==> config.mk <==
export PLATFORM = sky130hd
export DESIGN_NAME = ahb3lite_interconnect_slave_arb_flat
export DESIGN_NICKNAME = d
export VERILOG_FILES = /design/src/rtl/ahb3lite_pkg.sv /design/src/rtl/ahb3lite_interconnect_slave_arb_if.sv /design/src/rtl/ahb3lite_interconnect_slave_arb_sel.sv /design/src/rtl/ahb3lite_interconnect_slave_arb.sv /design/src/flat_wrapper.sv
export SDC_FILE = /design/constraint.sdc
export NUM_CORES = 1
export LEC_CHECK = 0
export CELL_PAD_IN_SITES_DETAIL_PLACEMENT = 1
export CELL_PAD_IN_SITES_GLOBAL_PLACEMENT = 1
export CORE_AREA = 2 2 159 161
export DETAILED_ROUTE_END_ITERATION = 16
export DIE_AREA = 0 0 161 163
export HOLD_SLACK_MARGIN = 0.05
export PLACE_DENSITY = 0.68
export SLEW_MARGIN = 20
export SYNTH_ARGS = -nofsm -noshare
export SYNTH_HDL_FRONTEND = slang
export SYNTH_SLANG_ARGS = --single-unit
==> constraint.sdc <==
create_clock -name HCLK -period 5.9 [get_ports HCLK]
set_input_delay 1.18 -clock HCLK [delete_from_list [all_inputs] [get_ports HCLK]]
set_output_delay 1.18 -clock HCLK [all_outputs]
set_load 0.02 [all_outputs]
==> src/rtl/ahb3lite_pkg.sv <==
// AHB3-Lite transfer, burst and response encodings shared by interconnect blocks.
// Constants only; no timing or flow-control behaviour of its own.
package ahb3lite_pkg;
    localparam logic [1:0] HTRANS_IDLE   = 2'b00;
    localparam logic [1:0] HTRANS_BUSY   = 2'b01;
    localparam logic [1:0] HTRANS_NONSEQ = 2'b10;
    localparam logic [1:0] HTRANS_SEQ    = 2'b11;

    localparam logic [2:0] HBURST_SINGLE = 3'b000;
    localparam logic [2:0] HBURST_INCR   = 3'b001;
    localparam logic [2:0] HBURST_WRAP4  = 3'b010;
    localparam logic [2:0] HBURST_INCR4  = 3'b011;
    localparam logic [2:0] HBURST_WRAP8  = 3'b100;
    localparam logic [2:0] HBURST_INCR8  = 3'b101;
    localparam logic [2:0] HBURST_WRAP16 = 3'b110;
    localparam logic [2:0] HBURST_INCR16 = 3'b111;

    localparam logic HRESP_OKAY  = 1'b0;
    localparam logic HRESP_ERROR = 1'b1;
endpackage

==> src/rtl/ahb3lite_interconnect_slave_arb_if.sv <==
// Bundle of master-side request buses and slave-side buses around one slave port arbiter.
// slave modport is the arbiter's view; master modport is the surrounding fabric's view.
interface ahb3lite_interconnect_slave_arb_if #(
    parameter int HADDR_SIZE = 32,
    parameter int HDATA_SIZE = 32,
    parameter int MASTERS    = 3
);
    logic [MASTERS-1:0][2:0]            mstpriority;
    logic [MASTERS-1:0]                 mstHSEL;
    logic [MASTERS-1:0]                 can_switch;
    logic [MASTERS-1:0][HADDR_SIZE-1:0] mstHADDR;
    logic [MASTERS-1:0][HDATA_SIZE-1:0] mstHWDATA;
    logic [MASTERS-1:0]                 mstHWRITE;
    logic [MASTERS-1:0][2:0]            mstHSIZE;
    logic [MASTERS-1:0][2:0]            mstHBURST;
    logic [MASTERS-1:0][3:0]            mstHPROT;
    logic [MASTERS-1:0][1:0]            mstHTRANS;
    logic [MASTERS-1:0]                 mstHMASTLOCK;
    logic [MASTERS-1:0]                 mstHREADY;

    logic [MASTERS-1:0]                 master_granted;
    logic [HDATA_SIZE-1:0]              mstHRDATA;
    logic                               mstHREADYOUT;
    logic                               mstHRESP;

    logic                               HSEL;
    logic [HADDR_SIZE-1:0]              HADDR;
    logic [HDATA_SIZE-1:0]              HWDATA;
    logic                               HWRITE;
    logic [2:0]                         HSIZE;
    logic [2:0]                         HBURST;
    logic [3:0]                         HPROT;
    logic [1:0]                         HTRANS;
    logic                               HMASTLOCK;
    logic                               HREADYOUT;
    logic [HDATA_SIZE-1:0]              HRDATA;
    logic                               HREADY;
    logic                               HRESP;

    modport slave (
        input  mstpriority, mstHSEL, can_switch, mstHADDR, mstHWDATA, mstHWRITE,
               mstHSIZE, mstHBURST, mstHPROT, mstHTRANS, mstHMASTLOCK, mstHREADY,
        output master_granted, mstHRDATA, mstHREADYOUT, mstHRESP,
        output HSEL, HADDR, HWDATA, HWRITE, HSIZE, HBURST, HPROT, HTRANS, HMASTLOCK, HREADYOUT,
        input  HRDATA, HREADY, HRESP
    );

    modport master (
        output mstpriority, mstHSEL, can_switch, mstHADDR, mstHWDATA, mstHWRITE,
               mstHSIZE, mstHBURST, mstHPROT, mstHTRANS, mstHMASTLOCK, mstHREADY,
        input  master_granted, mstHRDATA, mstHREADYOUT, mstHRESP,
        input  HSEL, HADDR, HWDATA, HWRITE, HSIZE, HBURST, HPROT, HTRANS, HMASTLOCK, HREADYOUT,
        output HRDATA, HREADY, HRESP
    );
endinterface

==> src/rtl/ahb3lite_interconnect_slave_arb_sel.sv <==
// Highest-priority requester picker, one-hot out, zero latency; ties fixed-low or round-robin
// (AHB3_SLV_ARB_RR_EN). No backpressure: purely combinational.
module ahb3lite_interconnect_slave_arb_sel #(
    parameter int MASTERS = 3,
    parameter int IDX_W   = 2
) (
    input  logic [MASTERS-1:0]      req,
    input  logic [MASTERS-1:0][2:0] prio,
    input  logic [IDX_W-1:0]        ptr,
    output logic [MASTERS-1:0]      gnt,
    output logic                    any
);
    logic [2:0]         max_p;
    logic [MASTERS-1:0] cand;
    logic               found;

`ifndef AHB3_SLV_ARB_RR_EN
    logic unused_ptr;
    assign unused_ptr = ^ptr;
`endif

    assign any = |req;

    always_comb begin
        max_p = '0;
        cand  = '0;
        gnt   = '0;
        found = 1'b0;
        for (int i = 0; i < MASTERS; i++) begin
            if (req[i] && (prio[i] > max_p)) max_p = prio[i];
        end
        for (int i = 0; i < MASTERS; i++) begin
            cand[i] = req[i] && (prio[i] == max_p);
        end
`ifdef AHB3_SLV_ARB_RR_EN
        // search starts just past the last granted master and wraps
        for (int k = 0; k < MASTERS; k++) begin
            int idx;
            idx = (int'(ptr) + 1 + k) % MASTERS;
            if (!found && cand[idx]) begin
                gnt[idx] = 1'b1;
                found    = 1'b1;
            end
        end
`else
        for (int i = 0; i < MASTERS; i++) begin
            if (!found && cand[i]) begin
                gnt[i] = 1'b1;
                found  = 1'b1;
            end
        end
`endif
    end
endmodule

==> src/rtl/ahb3lite_interconnect_slave_arb.sv <==
// Per-slave AHB3-Lite arbiter: grant registered 1 cycle after decision, slave bus muxed combinationally.
// Ownership frozen during wait states (HREADY=0) and locked transfers; macro AHB3_SLV_ARB_RR_EN enables round-robin ties.
module ahb3lite_interconnect_slave_arb
    import ahb3lite_pkg::*;
#(
    parameter int HADDR_SIZE = 32,
    parameter int HDATA_SIZE = 32,
    parameter int MASTERS    = 3
) (
    input logic                            HCLK,
    input logic                            HRESET,
    ahb3lite_interconnect_slave_arb_if.slave bus
);
    localparam int IDX_W = (MASTERS > 1) ? $clog2(MASTERS) : 1;

    logic [MASTERS-1:0]    owner;
    logic [MASTERS-1:0]    sel_gnt;
    logic                  sel_any;
    logic [IDX_W-1:0]      owner_idx;
    logic [IDX_W-1:0]      sel_idx;
    logic [IDX_W-1:0]      data_idx;
    logic [IDX_W-1:0]      rr_ptr;
    logic                  owner_locked;
    logic                  rearb;
    logic                  hsel;
    logic [HADDR_SIZE-1:0] addr_mux;
    logic [HDATA_SIZE-1:0] wdata_mux;

    function automatic logic [IDX_W-1:0] oh2idx(input logic [MASTERS-1:0] oh);
        oh2idx = '0;
        for (int i = 0; i < MASTERS; i++) begin
            if (oh[i]) oh2idx = IDX_W'(i);
        end
    endfunction

    assign owner_idx    = oh2idx(owner);
    assign sel_idx      = oh2idx(sel_gnt);
    assign owner_locked = bus.mstHSEL[owner_idx] & bus.mstHMASTLOCK[owner_idx];
    assign rearb        = bus.HREADY
                        & (~bus.mstHSEL[owner_idx] | bus.can_switch[owner_idx])
                        & ~owner_locked;

    ahb3lite_interconnect_slave_arb_sel #(
        .MASTERS (MASTERS),
        .IDX_W   (IDX_W)
    ) u_sel (
        .req  (bus.mstHSEL),
        .prio (bus.mstpriority),
        .ptr  (rr_ptr),
        .gnt  (sel_gnt),
        .any  (sel_any)
    );

    // with no requester the current owner stays parked on the bus
    always_ff @(posedge HCLK) begin
        if (HRESET) begin
            owner    <= MASTERS'(1);
            data_idx <= '0;
            rr_ptr   <= '0;
        end else begin
            if (rearb && sel_any) begin
                owner <= sel_gnt;
                if (sel_gnt != owner) rr_ptr <= sel_idx;
            end
            if (bus.HREADY) data_idx <= owner_idx;
        end
    end

    assign hsel      = bus.mstHSEL[owner_idx];
    assign addr_mux  = bus.mstHADDR[owner_idx];
    assign wdata_mux = bus.mstHWDATA[data_idx];

    assign bus.master_granted = owner;
    assign bus.HSEL           = hsel;
    assign bus.HADDR          = addr_mux;
    assign bus.HWDATA         = wdata_mux;
    assign bus.HWRITE         = bus.mstHWRITE[owner_idx];
    assign bus.HSIZE          = bus.mstHSIZE[owner_idx];
    assign bus.HBURST         = bus.mstHBURST[owner_idx];
    assign bus.HPROT          = bus.mstHPROT[owner_idx];
    assign bus.HTRANS         = hsel ? bus.mstHTRANS[owner_idx] : HTRANS_IDLE;
    assign bus.HMASTLOCK      = bus.mstHMASTLOCK[owner_idx];
    assign bus.HREADYOUT      = bus.mstHREADY[owner_idx];

    assign bus.mstHRDATA      = bus.HRDATA;
    assign bus.mstHREADYOUT   = bus.HREADY;
    assign bus.mstHRESP       = bus.HRESP;
endmodule

==> src/flat_wrapper.sv <==
// flat-port wrapper written by rule: the top's interface ports become plain ports
module ahb3lite_interconnect_slave_arb_flat import ahb3lite_pkg::*;
#(
    parameter int HADDR_SIZE = 32,
    parameter int HDATA_SIZE = 32,
    parameter int MASTERS    = 3
)
  (HCLK, HRESET, bus_mstpriority, bus_mstHSEL, bus_can_switch, bus_mstHADDR, bus_mstHWDATA, bus_mstHWRITE, bus_mstHSIZE, bus_mstHBURST, bus_mstHPROT, bus_mstHTRANS, bus_mstHMASTLOCK, bus_mstHREADY, bus_master_granted, bus_mstHRDATA, bus_mstHREADYOUT, bus_mstHRESP, bus_HSEL, bus_HADDR, bus_HWDATA, bus_HWRITE, bus_HSIZE, bus_HBURST, bus_HPROT, bus_HTRANS, bus_HMASTLOCK, bus_HREADYOUT, bus_HRDATA, bus_HREADY, bus_HRESP);
  ahb3lite_interconnect_slave_arb_if #(.HADDR_SIZE(HADDR_SIZE), .HDATA_SIZE(HDATA_SIZE), .MASTERS(MASTERS)) bus_i ();
  input logic HCLK;
  input logic HRESET;
  input wire logic [$bits(bus_i.mstpriority)-1:0] bus_mstpriority;
  input wire logic [$bits(bus_i.mstHSEL)-1:0] bus_mstHSEL;
  input wire logic [$bits(bus_i.can_switch)-1:0] bus_can_switch;
  input wire logic [$bits(bus_i.mstHADDR)-1:0] bus_mstHADDR;
  input wire logic [$bits(bus_i.mstHWDATA)-1:0] bus_mstHWDATA;
  input wire logic [$bits(bus_i.mstHWRITE)-1:0] bus_mstHWRITE;
  input wire logic [$bits(bus_i.mstHSIZE)-1:0] bus_mstHSIZE;
  input wire logic [$bits(bus_i.mstHBURST)-1:0] bus_mstHBURST;
  input wire logic [$bits(bus_i.mstHPROT)-1:0] bus_mstHPROT;
  input wire logic [$bits(bus_i.mstHTRANS)-1:0] bus_mstHTRANS;
  input wire logic [$bits(bus_i.mstHMASTLOCK)-1:0] bus_mstHMASTLOCK;
  input wire logic [$bits(bus_i.mstHREADY)-1:0] bus_mstHREADY;
  output wire logic [$bits(bus_i.master_granted)-1:0] bus_master_granted;
  output wire logic [$bits(bus_i.mstHRDATA)-1:0] bus_mstHRDATA;
  output wire logic [$bits(bus_i.mstHREADYOUT)-1:0] bus_mstHREADYOUT;
  output wire logic [$bits(bus_i.mstHRESP)-1:0] bus_mstHRESP;
  output wire logic [$bits(bus_i.HSEL)-1:0] bus_HSEL;
  output wire logic [$bits(bus_i.HADDR)-1:0] bus_HADDR;
  output wire logic [$bits(bus_i.HWDATA)-1:0] bus_HWDATA;
  output wire logic [$bits(bus_i.HWRITE)-1:0] bus_HWRITE;
  output wire logic [$bits(bus_i.HSIZE)-1:0] bus_HSIZE;
  output wire logic [$bits(bus_i.HBURST)-1:0] bus_HBURST;
  output wire logic [$bits(bus_i.HPROT)-1:0] bus_HPROT;
  output wire logic [$bits(bus_i.HTRANS)-1:0] bus_HTRANS;
  output wire logic [$bits(bus_i.HMASTLOCK)-1:0] bus_HMASTLOCK;
  output wire logic [$bits(bus_i.HREADYOUT)-1:0] bus_HREADYOUT;
  input wire logic [$bits(bus_i.HRDATA)-1:0] bus_HRDATA;
  input wire logic [$bits(bus_i.HREADY)-1:0] bus_HREADY;
  input wire logic [$bits(bus_i.HRESP)-1:0] bus_HRESP;
  assign bus_i.mstpriority = bus_mstpriority;
  assign bus_i.mstHSEL = bus_mstHSEL;
  assign bus_i.can_switch = bus_can_switch;
  assign bus_i.mstHADDR = bus_mstHADDR;
  assign bus_i.mstHWDATA = bus_mstHWDATA;
  assign bus_i.mstHWRITE = bus_mstHWRITE;
  assign bus_i.mstHSIZE = bus_mstHSIZE;
  assign bus_i.mstHBURST = bus_mstHBURST;
  assign bus_i.mstHPROT = bus_mstHPROT;
  assign bus_i.mstHTRANS = bus_mstHTRANS;
  assign bus_i.mstHMASTLOCK = bus_mstHMASTLOCK;
  assign bus_i.mstHREADY = bus_mstHREADY;
  assign bus_master_granted = bus_i.master_granted;
  assign bus_mstHRDATA = bus_i.mstHRDATA;
  assign bus_mstHREADYOUT = bus_i.mstHREADYOUT;
  assign bus_mstHRESP = bus_i.mstHRESP;
  assign bus_HSEL = bus_i.HSEL;
  assign bus_HADDR = bus_i.HADDR;
  assign bus_HWDATA = bus_i.HWDATA;
  assign bus_HWRITE = bus_i.HWRITE;
  assign bus_HSIZE = bus_i.HSIZE;
  assign bus_HBURST = bus_i.HBURST;
  assign bus_HPROT = bus_i.HPROT;
  assign bus_HTRANS = bus_i.HTRANS;
  assign bus_HMASTLOCK = bus_i.HMASTLOCK;
  assign bus_HREADYOUT = bus_i.HREADYOUT;
  assign bus_i.HRDATA = bus_HRDATA;
  assign bus_i.HREADY = bus_HREADY;
  assign bus_i.HRESP = bus_HRESP;
  ahb3lite_interconnect_slave_arb #(.HADDR_SIZE(HADDR_SIZE), .HDATA_SIZE(HDATA_SIZE), .MASTERS(MASTERS)) u_core (.HCLK(HCLK), .HRESET(HRESET), .bus(bus_i));
endmodule
==> results of run 1 <==
==> power groups by stage <==
| stage | logic (mW) | clock network [mW] | registers, mW |
|---|---|---|---|
| CTS | 0.488 | 0.112 | 0.0452 |
| floorplan | 0.217 | 0 | 0.0382 |
| global placement | 0.481 | 0 | 0.0456 |
| detailed placement | 0.486 | 0 | 0.0456 |
| finish | 0.482 | 0.110 | 0.0444 |
| global route | 0.518 | 0.113 | 0.0457 |
==> layout make-up <==
class                           instances  area (um^2)  share of cell area
Timing Repair Buffer                  344         3430               0.553
Multi-Input combinational cell        327         2160               0.348
Tap cell                              330          413              0.0666
Sequential cell                         5          106              0.0172
Clock buffer                            4         78.8              0.0127
Inverter                                5         18.8             0.00303
==> cell families (layout without fill, tap and decap cells) <==
logic type,Yosys count,in the layout,synth area share
muxes,84,84,0.315
buffers and inverters,73,353,0.161
DFF,5,5,0.0373
adders and majority gates,6,6,0.0279
AOI/OAI and AO/OA,114,114,0.244
xor gates and xnor gates,5,5,0.0163
and+or+nand+nor,118,118,0.198
==> placed cells by master (no fill, tap or decap), types with 2 or more instances in the layout <==
cell type and count:
nor2_1 7, nand2_1 83, o211a_1 2, dfxtp_2 2, buf_4 6, nand3_1 5, a22oi_1 2, o21ai_0 85
xor2_1 3, nor3_1 3, a21oi_1 6, inv_1 5, xnor2_1 2, mux2_2 5, a32o_1 3, a21o_1 2
clkbuf_16 3, nor2b_1 4, ha_1 6, mux2i_1 79, clkdlybuf4s50_1 338, nor4_1 2, nand4b_1 2, dfxtp_1 2
nand2b_1 3, o211ai_1 3
==> worst max-delay path, stage by stage <==
cell and delay [ns]:
clkdlybuf4s50_1 0.74, nand2_1 0.15, ha_1 0.33, and3b_1 0.19
o211a_1 0.37, nor2_1 0.20, a21oi_1 0.07, ha_1 0.31
inv_1 0.06, o21ai_0 0.29, nand2_1 0.16, a31oi_1 0.20
o2111ai_1 0.22, a32o_2 0.30
==> worst paths after layout <==
check	start	end	slack, ns	cells after the start
max reg2reg	u_core.bus.master_granted[1]$_SDFFE_PP0P_	u_core.bus.master_granted[1]$_SDFFE_PP0P_	3.60	5
max	bus_mstHSEL[0]	u_core.bus.master_granted[1]$_SDFFE_PP0P_	1.24	14
min	u_core.bus.master_granted[0]$_SDFFE_PP1P_	u_core.bus.master_granted[0]$_SDFFE_PP1P_	0.48	2
min reg2reg	u_core.bus.master_granted[0]$_SDFFE_PP1P_	u_core.bus.master_granted[0]$_SDFFE_PP1P_	0.48	2
==> stage by stage <==
| stage | utilization | instance area [um^2] | hold slack [ns] | instances | setup slack (ns) |
|---|---|---|---|---|---|
| 4_1_cts | 0.251 | 6200 | 0.492 | 1015 | 1.29 |
| 6_report | 0.251 | 6200 | 0.484 | 1015 | 1.24 |
| 3_5_place_dp | 0.248 | 6120 | 0.480 | 1011 | 1.08 |
| 5_1_grt | 0.251 | 6200 | 0.510 | 1015 | 0.883 |
| 3_3_place_gp | 0.248 | 6120 | 0.479 | 1011 | 1.22 |
| 2_1_floorplan | - | 2690 | 0.487 | 405 | 2.08 |
==> registers in the layout (all words and copies together), names as in the netlist <==
name,count
u_core.data_idx,2
u_core.bus.master_granted,3
==> routing by layer <==
metal,GRT usage,wire length (um),vias to the layer above
met5,0,13,-
met3,0.0326,1490,32
met1,0.133,6480,1819
li1,-,-,1966
met4,0.0260,354,2
met2,0.208,7920,212
==> cells in the mapped netlist (2+ instances only) <==
library cell  number  area (um^2)
o21ai_0           85          425
nand2_1           83          312
mux2i_1           79          791
buf_4             35          263
clkbuf_1          20         75.1
buf_2             10         50.1
nor2_1             7         26.3
a21oi_1            6         30.0
ha_1               6         75.1
dfxtp_1            5          100
inv_1              5         18.8
mux2_2             5         56.3
nand3_1            5         25.0
nor2b_1            5         31.3
a32o_1             3         30.0
nand2b_1           3         18.8
nor3_1             3         15.0
o211ai_1           3         22.5
xor2_1             3         26.3
a21o_1             2         15.0
a22oi_1            2         15.0
buf_6              2         22.5
nand4b_1           2         17.5
nor4_1             2         12.5
o211a_1            2         20.0
xnor2_1            2         17.5
==> summary.txt, run 1 <==
Synthesis
  – Avg Inst Size Synth: 6.63 um^2
  – Top FF cell, synth: dfxtp_1
  – Seq cells post-synth: 5
  – Synth Cell Area: roughly 0.0027 mm^2
  – Syn Nets: roughly 700
  – Ys Warns: 0
  – Mapped Cells: 405
  – Yosys cell types: between 40 and 50
  – Asr flop ratio synth: 0
  – EDFF count, synth: 0
  – Sequential element share of the synthesized area: 0.0373

Floorplanning
  – Die Y-Extent: approximately 160 um
  – Total die area: between 0.02 and 0.03 mm^2
  – Core area: approximately 0.025 mm^2
  – Initial core utilization: 0.109
  – Rows: a little under 60
  – Io pins: 405
  – Chip width: roughly 160 um

Setup path
  – Crit Path Max Fanout: 13
  – Kind of critical path: in -> reg
  – Setup crit end kind: flop
  – Data required, critical path: ~6 ns
  – Critical Path AT: ~4.8 ns
  – Crit start category: input port

Cells and area
  – Syn-to-layout area delta: 131%
  – Share of cells above drive strength 1: 0.0336
  – ANT cells: 0
  – Fillers: approximately 3000
  – Layout Nets: 980

Clocking
  – Post-CTS Setup Inserts: 0
  – Clock slew seen by the registers of the worst setup and hold paths: roughly 0.030 ns
  – CTS tree: yes
  – Latest clock arrival within the worst-skew pair: between 0.2 and 0.25 ns
  – Clock sinks: 5
  – Clk root buf: clkbuf_16
  – Clock tree buffer depth: 2
  – TritonCTS Buffers: 3
  – PostCTS Resize Cnt: 0
  – CTS hold repair buffers: 0
  – H-Tree Depth: 1

GRT
  – All-Layer GR Usage: 0.114
  – Pin count of the biggest net entering global routing: 66
  – First-pass GRT wire length: 23800 um
  – Initial antenna violation count: 1
  – Vias in the first global route: roughly 4200
  – Grt total ovfl: 0

Route
  – DRC violations left: 0
  – Initial detailed-routing violation count: ~120
  – Via count: between 4000 and 5000
  – Routed WL: about 16000 um
  – TritonRoute pass-1 iters: 4
  – Routed wire length per instance: ~16 um
  – Vias/cell: ~4.0
  – DRT antenna net count: 0

Pwr
  – Tot Pwr: between 0.6 and 0.7 mW
  – Pwr Density: slightly above 100 mW/mm^2
  – Internal Pwr Total: a little over 0.4 mW
  – Clock power share: 0.172
  – Logic pwr share: 0.758
  – Sequential share of power: 0.070
  – Sw Share: 0.353
  – Worst vdd ir: 0.0000945 V
  – NetSw: around 0.22 mW
  – Lkg Pwr: between 2 and 2.5 nW

Outcome
  – Status: finished, final reports clean

Timing
  – Measured slew at the worst slew-check pin: around 0.66 ns
  – Fin crit share: 0.789
  – Clk_skew: between 0.0007 and 0.0008 ns
  – Setup total negative slack: 0 ns
  – Slew Limit Fails: 0
  – Peak Freq: ~210 MHz
  – Final worst path period need: 4.66 ns
  – Final hold violation count: 0
  – Slew Limit Headroom: 0.553
  – Final setup vio count: 0
  – RSZ-0062 raised after global routing: false

Place
  – Routability cong.: slightly below 0.8
  – Port Buffer Count: around 340
  – DP Wirelength: 14000 um

Worst hold path
  – Hold WC Path Type: reg -> reg

Flow run
  – Maxcap violations: 0
No activity file was read; power rests on OpenSTA's default activity.
==> run 2: changes to the inputs <==
--- a/config.mk
+++ b/config.mk
@@ -7,11 +7,11 @@
 export LEC_CHECK = 0
 export CELL_PAD_IN_SITES_DETAIL_PLACEMENT = 1
 export CELL_PAD_IN_SITES_GLOBAL_PLACEMENT = 1
-export CORE_AREA = 2 2 159 161
+export CORE_AREA = 2 2 156 158
 export DETAILED_ROUTE_END_ITERATION = 16
-export DIE_AREA = 0 0 161 163
+export DIE_AREA = 0 0 158 160
 export HOLD_SLACK_MARGIN = 0.05
-export PLACE_DENSITY = 0.68
+export PLACE_DENSITY = 0.71
 export SLEW_MARGIN = 20
 export SYNTH_ARGS = -nofsm -noshare
 export SYNTH_HDL_FRONTEND = slang
==> constraint.sdc (replaced) <==
create_clock -name HCLK -period 4.3 [get_ports HCLK]
set_input_delay 0.86 -clock HCLK [delete_from_list [all_inputs] [get_ports HCLK]]
set_output_delay 0.86 -clock HCLK [all_outputs]
set_load 0.02 [all_outputs]
==> summary.txt, run 2 (synthesis results as in run 1) <==
Outcome
  – Status: finished, final reports clean

Setup path
  – Crit start category: input port
  – Delay-heaviest family, CP: compound AO/OA/AOI/OAI gates
  – CP cell instances: clkdlybuf4s50_1 > nand2_1 > ha_1 > and3b_1 > o211a_1 > nor2_1 > a21oi_1 > ha_1 > inv_1 > o21ai_0 > nand2_1 > a31oi_1 > o2111ai_1 > a32o_2
  – R2R setup slack: 2.15 ns (-1.45 ns)
  – Crit Path Max Fanout: 9 (-4)
  – Critical Path AT: 4.06 ns (-0.71 ns)
  – Kind of critical path: in -> reg
  – Worst Reg-to-Reg Cells: 7 (+2)
  – Setup crit end kind: flop
  – Worst r2r src: u_core.bus.master_granted[1]$_SDFFE_PP0P_
  – WP buf/inv: 2 (unchanged)
  – CP max-delay cell: clkdlybuf4s50_1
  – RR Endpoint: u_core.bus.master_granted[1]$_SDFFE_PP0P_
  – CP max stage delay: 0.51 ns (-0.23 ns)
  – Data required, critical path: 4.41 ns (-1.60 ns)

Route
  – Routed wire length per instance: 15.8 um (-1.5%)
  – Initial detailed-routing violation count: 129 (+5.7%)
  – DRT antenna net count: 0 (unchanged)
  – Vias/cell: 3.99 (+0.40%)
  – TritonRoute pass-1 iters: 4 (unchanged)
  – DRC violations left: 0 (unchanged)
  – Routed WL: 16100 um (-1.0%)
  – Via count: 4067 (+0.89%)

Clocking
  – Clock slew seen by the registers of the worst setup and hold paths: 0.03 ns (about the same)
  – TritonCTS Buffers: 3 (unchanged)
  – H-Tree Depth: 1 (unchanged)
  – Clk root buf: clkbuf_16
  – Clock tree buffer depth: 2 (unchanged)
  – CTS hold repair buffers: 0 (unchanged)
  – Clock sinks: 5 (unchanged)
  – PostCTS Resize Cnt: 0 (unchanged)
  – Post-CTS Setup Inserts: 0 (unchanged)
  – CTS tree: yes
  – Latest clock arrival within the worst-skew pair: 0.22 ns (about the same)

Cells and area
  – Register Area: 106 um^2 (unchanged)
  – Multi-input logic area: 0.00216 mm^2 (unchanged)
  – Fin util: 0.264 (+0.0127)
  – Layout Nets: 991 (+1.1%)
  – Max reg flops: 3 (unchanged)
  – ANT cells: 0 (unchanged)
  – Commonest non-fill, non-tap cell in the layout: clkdlybuf4s50_1
  – Most frequent cells in the layout: clkdlybuf4s50_1 (338), o21ai_0 (85), nand2_1 (83)
  – Fillers: 2902 (-3.1%)
  – Share of cells above drive strength 1: 0.0489 (+0.0153)
  – Syn-to-layout area delta: 134%

GRT
  – All-Layer GR Usage: 0.116 (+0.00113)
  – Initial antenna violation count: 0 (-1)
  – First-pass GRT wire length: 23100 um (-3.0%)
  – Pin count of the biggest net entering global routing: 71 (+7.6%)
  – Grt total ovfl: 0 (unchanged)
  – Vias in the first global route: 4204 (+0.82%)

Floorplanning
  – Chip width: 158 um (-1.9%)
  – Io pins: 405 (unchanged)
  – Total die area: 0.0253 mm^2 (-3.7%)
  – Core area: 0.0238 mm^2 (-3.5%)
  – Initial core utilization: 0.113 (+0.00390)
  – Die Y-Extent: 160 um (-1.8%)
  – Rows: 57 (-1.7%)

Timing
  – Final hold violation count: 0 (unchanged)
  – Slew Limit Fails: 0 (unchanged)
  – Slew Limit Headroom: 0.535 (-0.0184)
  – Measured slew at the worst slew-check pin: 0.687 ns (+0.0271 ns)
  – Peak Freq: ~250 MHz
  – Final setup vio count: 0 (unchanged)
  – Fin crit share: 0.918
  – Setup total negative slack: 0 ns (unchanged)
  – Final worst path period need: 3.95 ns
  – Clk_skew: 0.000388 ns (-0.000406 ns)
  – RSZ-0062 raised after global routing: false

Pwr
  – Lkg Pwr: 2.06 nW (+2.9%)
  – Pwr Density: 140 mW/mm^2 (+37%)
  – Worst vdd ir: 0.000108 V (+15%)

Place
  – Routability cong.: 0.793 (+1.4%)
  – DP Wirelength: 14000 um (-0.11%)
  – Port Buffer Count: 338 (unchanged)

Worst hold path
  – HP Start: u_core.bus.master_granted[0]$_SDFFE_PP1P_
  – Hold WC Path Type: reg -> reg
  – Depth of the worst hold-timing path: 2 (unchanged)
  – WHS Endpoint: u_core.bus.master_granted[0]$_SDFFE_PP1P_

Flow run
  – Maxcap violations: 0 (unchanged)
-- run 2: changes by cell type in the layout (fill, tap and decap cells not counted) --
cell and delta:
buf_4 +10, buf_12 +1
-- run 2: metrics by stage --
stage	power, mW	std cells	instance area (um^2)	setup slack (ns)	hold slack (ns)
floorplan	0.350	405	2690	0.798	0.487
global placement	0.732	1016	6210	0.276	0.520
detailed placement	0.738	1016	6210	0.138	0.529
CTS	0.893	1020	6290	0.366	0.543
global route	0.941	1020	6290	0.142	0.564
finish	0.883	1020	6290	0.353	0.528
-- run 2: per-layer routing --
metal  up-vias  global-route usage  routed length [um]
met3        28              0.0201                1260
li1       1987                   -                   -
met5         -                   0                   0
met4         0              0.0192                 214
met2       224               0.220                8180
met1      1828               0.135                6440
-- run 2: area by class of cell --
cell class | count | share of cell area
Sequential cell | 5 | 0.0169
Multi-Input combinational cell | 327 | 0.343
Timing Repair Buffer | 355 | 0.560
Inverter | 5 | 0.00298
Tap cell | 324 | 0.0645
Clock buffer | 4 | 0.0125
-- run 2: how the worst max path moves through the flow --
stage                                  start                                   endpoint  slack (ns)  cells past startpoint
after CTS                     bus_mstHSEL[0]  u_core.bus.master_granted[2]$_SDFFE_PP0P_        0.37                     14
after floorplan           bus_mstpriority[1]  u_core.bus.master_granted[1]$_SDFFE_PP0P_        0.80                     14
after detailed placement      bus_mstHSEL[0]  u_core.bus.master_granted[1]$_SDFFE_PP0P_        0.14                     14
after global routing          bus_mstHSEL[0]  u_core.bus.master_granted[1]$_SDFFE_PP0P_        0.14                     14
final                         bus_mstHSEL[0]  u_core.bus.master_granted[1]$_SDFFE_PP0P_        0.35                     14
after global placement        bus_mstHSEL[0]  u_core.bus.master_granted[1]$_SDFFE_PP0P_        0.28                     14
-- run 2: worst min-delay path, cell delays in order, from the launching register on --
cell and delay, ns:
dfxtp_1 0.35, a21oi_1 0.07, o21ai_0 0.07
-- run 2: power by group --
part | internal (mW) | switching [mW] | total (mW)
clock network | 0.123 | 0.0270 | 0.150
logic | 0.401 | 0.277 | 0.678
registers | 0.0487 | 0.00682 | 0.0555
==> run 3: changes to the inputs <==
--- a/config.mk
+++ b/config.mk
@@ -12,6 +12,7 @@
 export DIE_AREA = 0 0 158 160
 export HOLD_SLACK_MARGIN = 0.05
 export PLACE_DENSITY = 0.71
+export SETUP_SLACK_MARGIN = 0.5
 export SLEW_MARGIN = 20
 export SYNTH_ARGS = -nofsm -noshare
 export SYNTH_HDL_FRONTEND = slang
==> summary.txt, run 3 (synthesis results as in run 1) <==
Cells and area
  – Syn-to-layout area delta: 137%
  – Max reg flops: 3 (unchanged)
  – Layout Nets: 992 (+0.10%)
  – ANT cells: 0 (unchanged)
  – Commonest non-fill, non-tap cell in the layout: clkdlybuf4s50_1
  – Share of cells above drive strength 1: 0.0646 (+0.0157)
  – Most frequent cells in the layout: clkdlybuf4s50_1 (334), o21ai_0 (83), nand2_1 (81)
  – Fillers: 2898 (-0.14%)
  – Fin util: 0.267 (+0.00320)

Clocking
  – Clock tree buffer depth: 2 (unchanged)
  – TritonCTS Buffers: 3 (unchanged)
  – Clk root buf: clkbuf_16
  – Latest clock arrival within the worst-skew pair: 0.22 ns (about the same)
  – CTS hold repair buffers: 0 (unchanged)
  – H-Tree Depth: 1 (unchanged)
  – CTS tree: yes
  – Clock sinks: 5 (unchanged)
  – Clock slew seen by the registers of the worst setup and hold paths: 0.03 ns (about the same)

Timing
  – Measured slew at the worst slew-check pin: 0.682 ns (-0.00479 ns)
  – Final hold violation count: 0 (unchanged)
  – Slew Limit Headroom: 0.538 (+0.00324)
  – RSZ-0062 raised after global routing: false
  – Final worst path period need: 3.65 ns (-0.296 ns)
  – Clk_skew: 0.000442 ns (+0.0000532 ns)
  – Slew Limit Fails: 0 (unchanged)
  – Setup total negative slack: 0 ns (unchanged)
  – Fin crit share: 0.849 (-0.0688)
  – Peak Freq: 274 MHz (+8.1%)
  – Final setup vio count: 0 (unchanged)

GRT
  – All-Layer GR Usage: 0.116 (about the same)
  – Vias in the first global route: 4200 (-0.095%)
  – First-pass GRT wire length: 23100 um (about the same)
  – Initial antenna violation count: 0 (unchanged)
  – Grt total ovfl: 0 (unchanged)
  – Pin count of the biggest net entering global routing: 71 (unchanged)

Pwr
  – Lkg Pwr: 2.10 nW (+1.9%)
  – Worst vdd ir: 0.000108 V (+0.12%)
  – Pwr Density: 140 mW/mm^2 (about the same)

Setup path
  – Crit start category: input port
  – CP max-delay cell: clkdlybuf4s50_1
  – R2R setup slack: 2.14 ns (about the same)
  – Kind of critical path: in -> reg
  – Worst Setup SP: bus_mstpriority[5]
  – Delay-heaviest family, CP: compound AO/OA/AOI/OAI gates
  – RR Endpoint: u_core.bus.master_granted[1]$_SDFFE_PP0P_
  – Crit Path Max Fanout: 8 (-1)
  – Critical Path AT: 3.76 ns (-0.30 ns)
  – Worst Reg-to-Reg Cells: 7 (unchanged)
  – Worst setup endpoint: u_core.bus.master_granted[1]$_SDFFE_PP0P_
  – CP max stage delay: 0.54 ns (+0.03 ns)
  – Data required, critical path: 4.41 ns (about the same)
  – CP cell instances: clkdlybuf4s50_1 > ha_4 > a21o_1 > o211a_4 > nor2_2 > a21oi_2 > ha_1 > o211ai_1 > o21ai_1 > o221a_2 > nor3b_2 > a32o_2
  – WP buf/inv: 1 (-1)
  – WP depth: 12 (-2)
  – Worst r2r src: u_core.bus.master_granted[1]$_SDFFE_PP0P_
  – Setup crit end kind: flop

Route
  – Vias/cell: 4.00 (+0.42%)
  – Via count: 4088 (+0.52%)
  – Routed WL: 16100 um (+0.19%)
  – Initial detailed-routing violation count: 147 (+14%)
  – DRC violations left: 0 (unchanged)
  – TritonRoute pass-1 iters: 4 (unchanged)
  – DRT antenna net count: 0 (unchanged)
  – Routed wire length per instance: 15.8 um (about the same)

Place
  – DP Wirelength: 14000 um (unchanged)
  – Port Buffer Count: 338 (unchanged)
  – Routability cong.: 0.793 (unchanged)

Floorplanning
  – Io pins: 405 (unchanged)
  – Chip width: 158 um (unchanged)
  – Rows: 57 (unchanged)
  – Total die area: 0.0253 mm^2 (unchanged)
  – Core area: 0.0238 mm^2 (unchanged)
  – Die Y-Extent: 160 um (unchanged)
  – Initial core utilization: 0.113 (unchanged)

Worst hold path
  – Hold WC Path Type: reg -> reg
  – Depth of the worst hold-timing path: 2 (unchanged)

Flow run
  – Maxcap violations: 0 (unchanged)

Outcome
  – Status: finished, final reports clean
## run 3: cell types whose count changed in the layout (fill, tap and decap cells not counted), sizes merged
cell           previous run  this run
clkdlybuf4s50           338       334
buf                      17        18
dlymetal6s2s              0         4
## run 3: power breakdown
| group | leakage (nW) | internal (mW) | switching [mW] |
|---|---|---|---|
| Sequential | 0.0424 | 0.0487 | 0.00678 |
| Clock | 0.0382 | 0.123 | 0.0271 |
| Combinational | 2.02 | 0.406 | 0.282 |
## run 3: through the flow
step	total power, mW	std cells	hold WS [ns]	cell area [um^2]	setup slack [ns]
after CTS	0.896	1020	0.543	6300	0.515
final	0.893	1021	0.529	6360	0.649
after floorplan	0.350	405	0.487	2690	0.798
after global routing	0.951	1021	0.564	6360	0.503
after global placement	0.732	1016	0.520	6210	0.276
after detailed placement	0.738	1016	0.529	6210	0.138
## run 3: worst min-delay path: cells and delay by family, from the launching register on
kind,cells,cell delay (ns)
AOI/OAI and AO/OA,2,0.14
DFF,1,0.35
## run 3: what timing repair did
| item | 4_1_cts | 5_1_grt |
|---|---|---|
| setup buffers | 0 | 1 |
| gates cloned | 0 | 0 |
| endpoints found under the setup margin | 3 | 3 |
| gates resized for setup | 4 | 12 |
| pin swaps | 1 | 5 |
## run 3: layout make-up
| class | instances | area [um^2] | share of cell area |
|---|---|---|---|
| timing repair buffer | 356 | 3540 | 0.556 |
| multi-input combinational | 327 | 2210 | 0.348 |
| tap | 324 | 405 | 0.0637 |
| sequential | 5 | 106 | 0.0167 |
| clock buffer | 4 | 78.8 | 0.0124 |
| inverter | 5 | 18.8 | 0.00295 |
## run 3: worst min-delay path by stage
| stage | from | to | slack (ns) |
|---|---|---|---|
| 3_3_place_gp | u_core.bus.master_granted[0]$_SDFFE_PP1P_ | u_core.bus.master_granted[0]$_SDFFE_PP1P_ | 0.52 |
| 5_1_grt | u_core.bus.master_granted[0]$_SDFFE_PP1P_ | u_core.bus.master_granted[0]$_SDFFE_PP1P_ | 0.56 |
| 3_5_place_dp | u_core.bus.master_granted[0]$_SDFFE_PP1P_ | u_core.bus.master_granted[0]$_SDFFE_PP1P_ | 0.53 |
| 6_report | u_core.bus.master_granted[0]$_SDFFE_PP1P_ | u_core.bus.master_granted[0]$_SDFFE_PP1P_ | 0.53 |
| 2_1_floorplan | u_core.data_idx[0]$_SDFFE_PP0P_ | u_core.data_idx[0]$_SDFFE_PP0P_ | 0.49 |
| 4_1_cts | u_core.bus.master_granted[0]$_SDFFE_PP1P_ | u_core.bus.master_granted[0]$_SDFFE_PP1P_ | 0.54 |
## run 3: per-layer routing
layer  global-route usage  vias to the layer above  wire (um)
li1                     -                     1985          -
met1                0.135                     1845       6400
met2                0.220                      230       8220
met3               0.0201                       28       1280
met4               0.0192                        0        214
met5                    0                        -          0
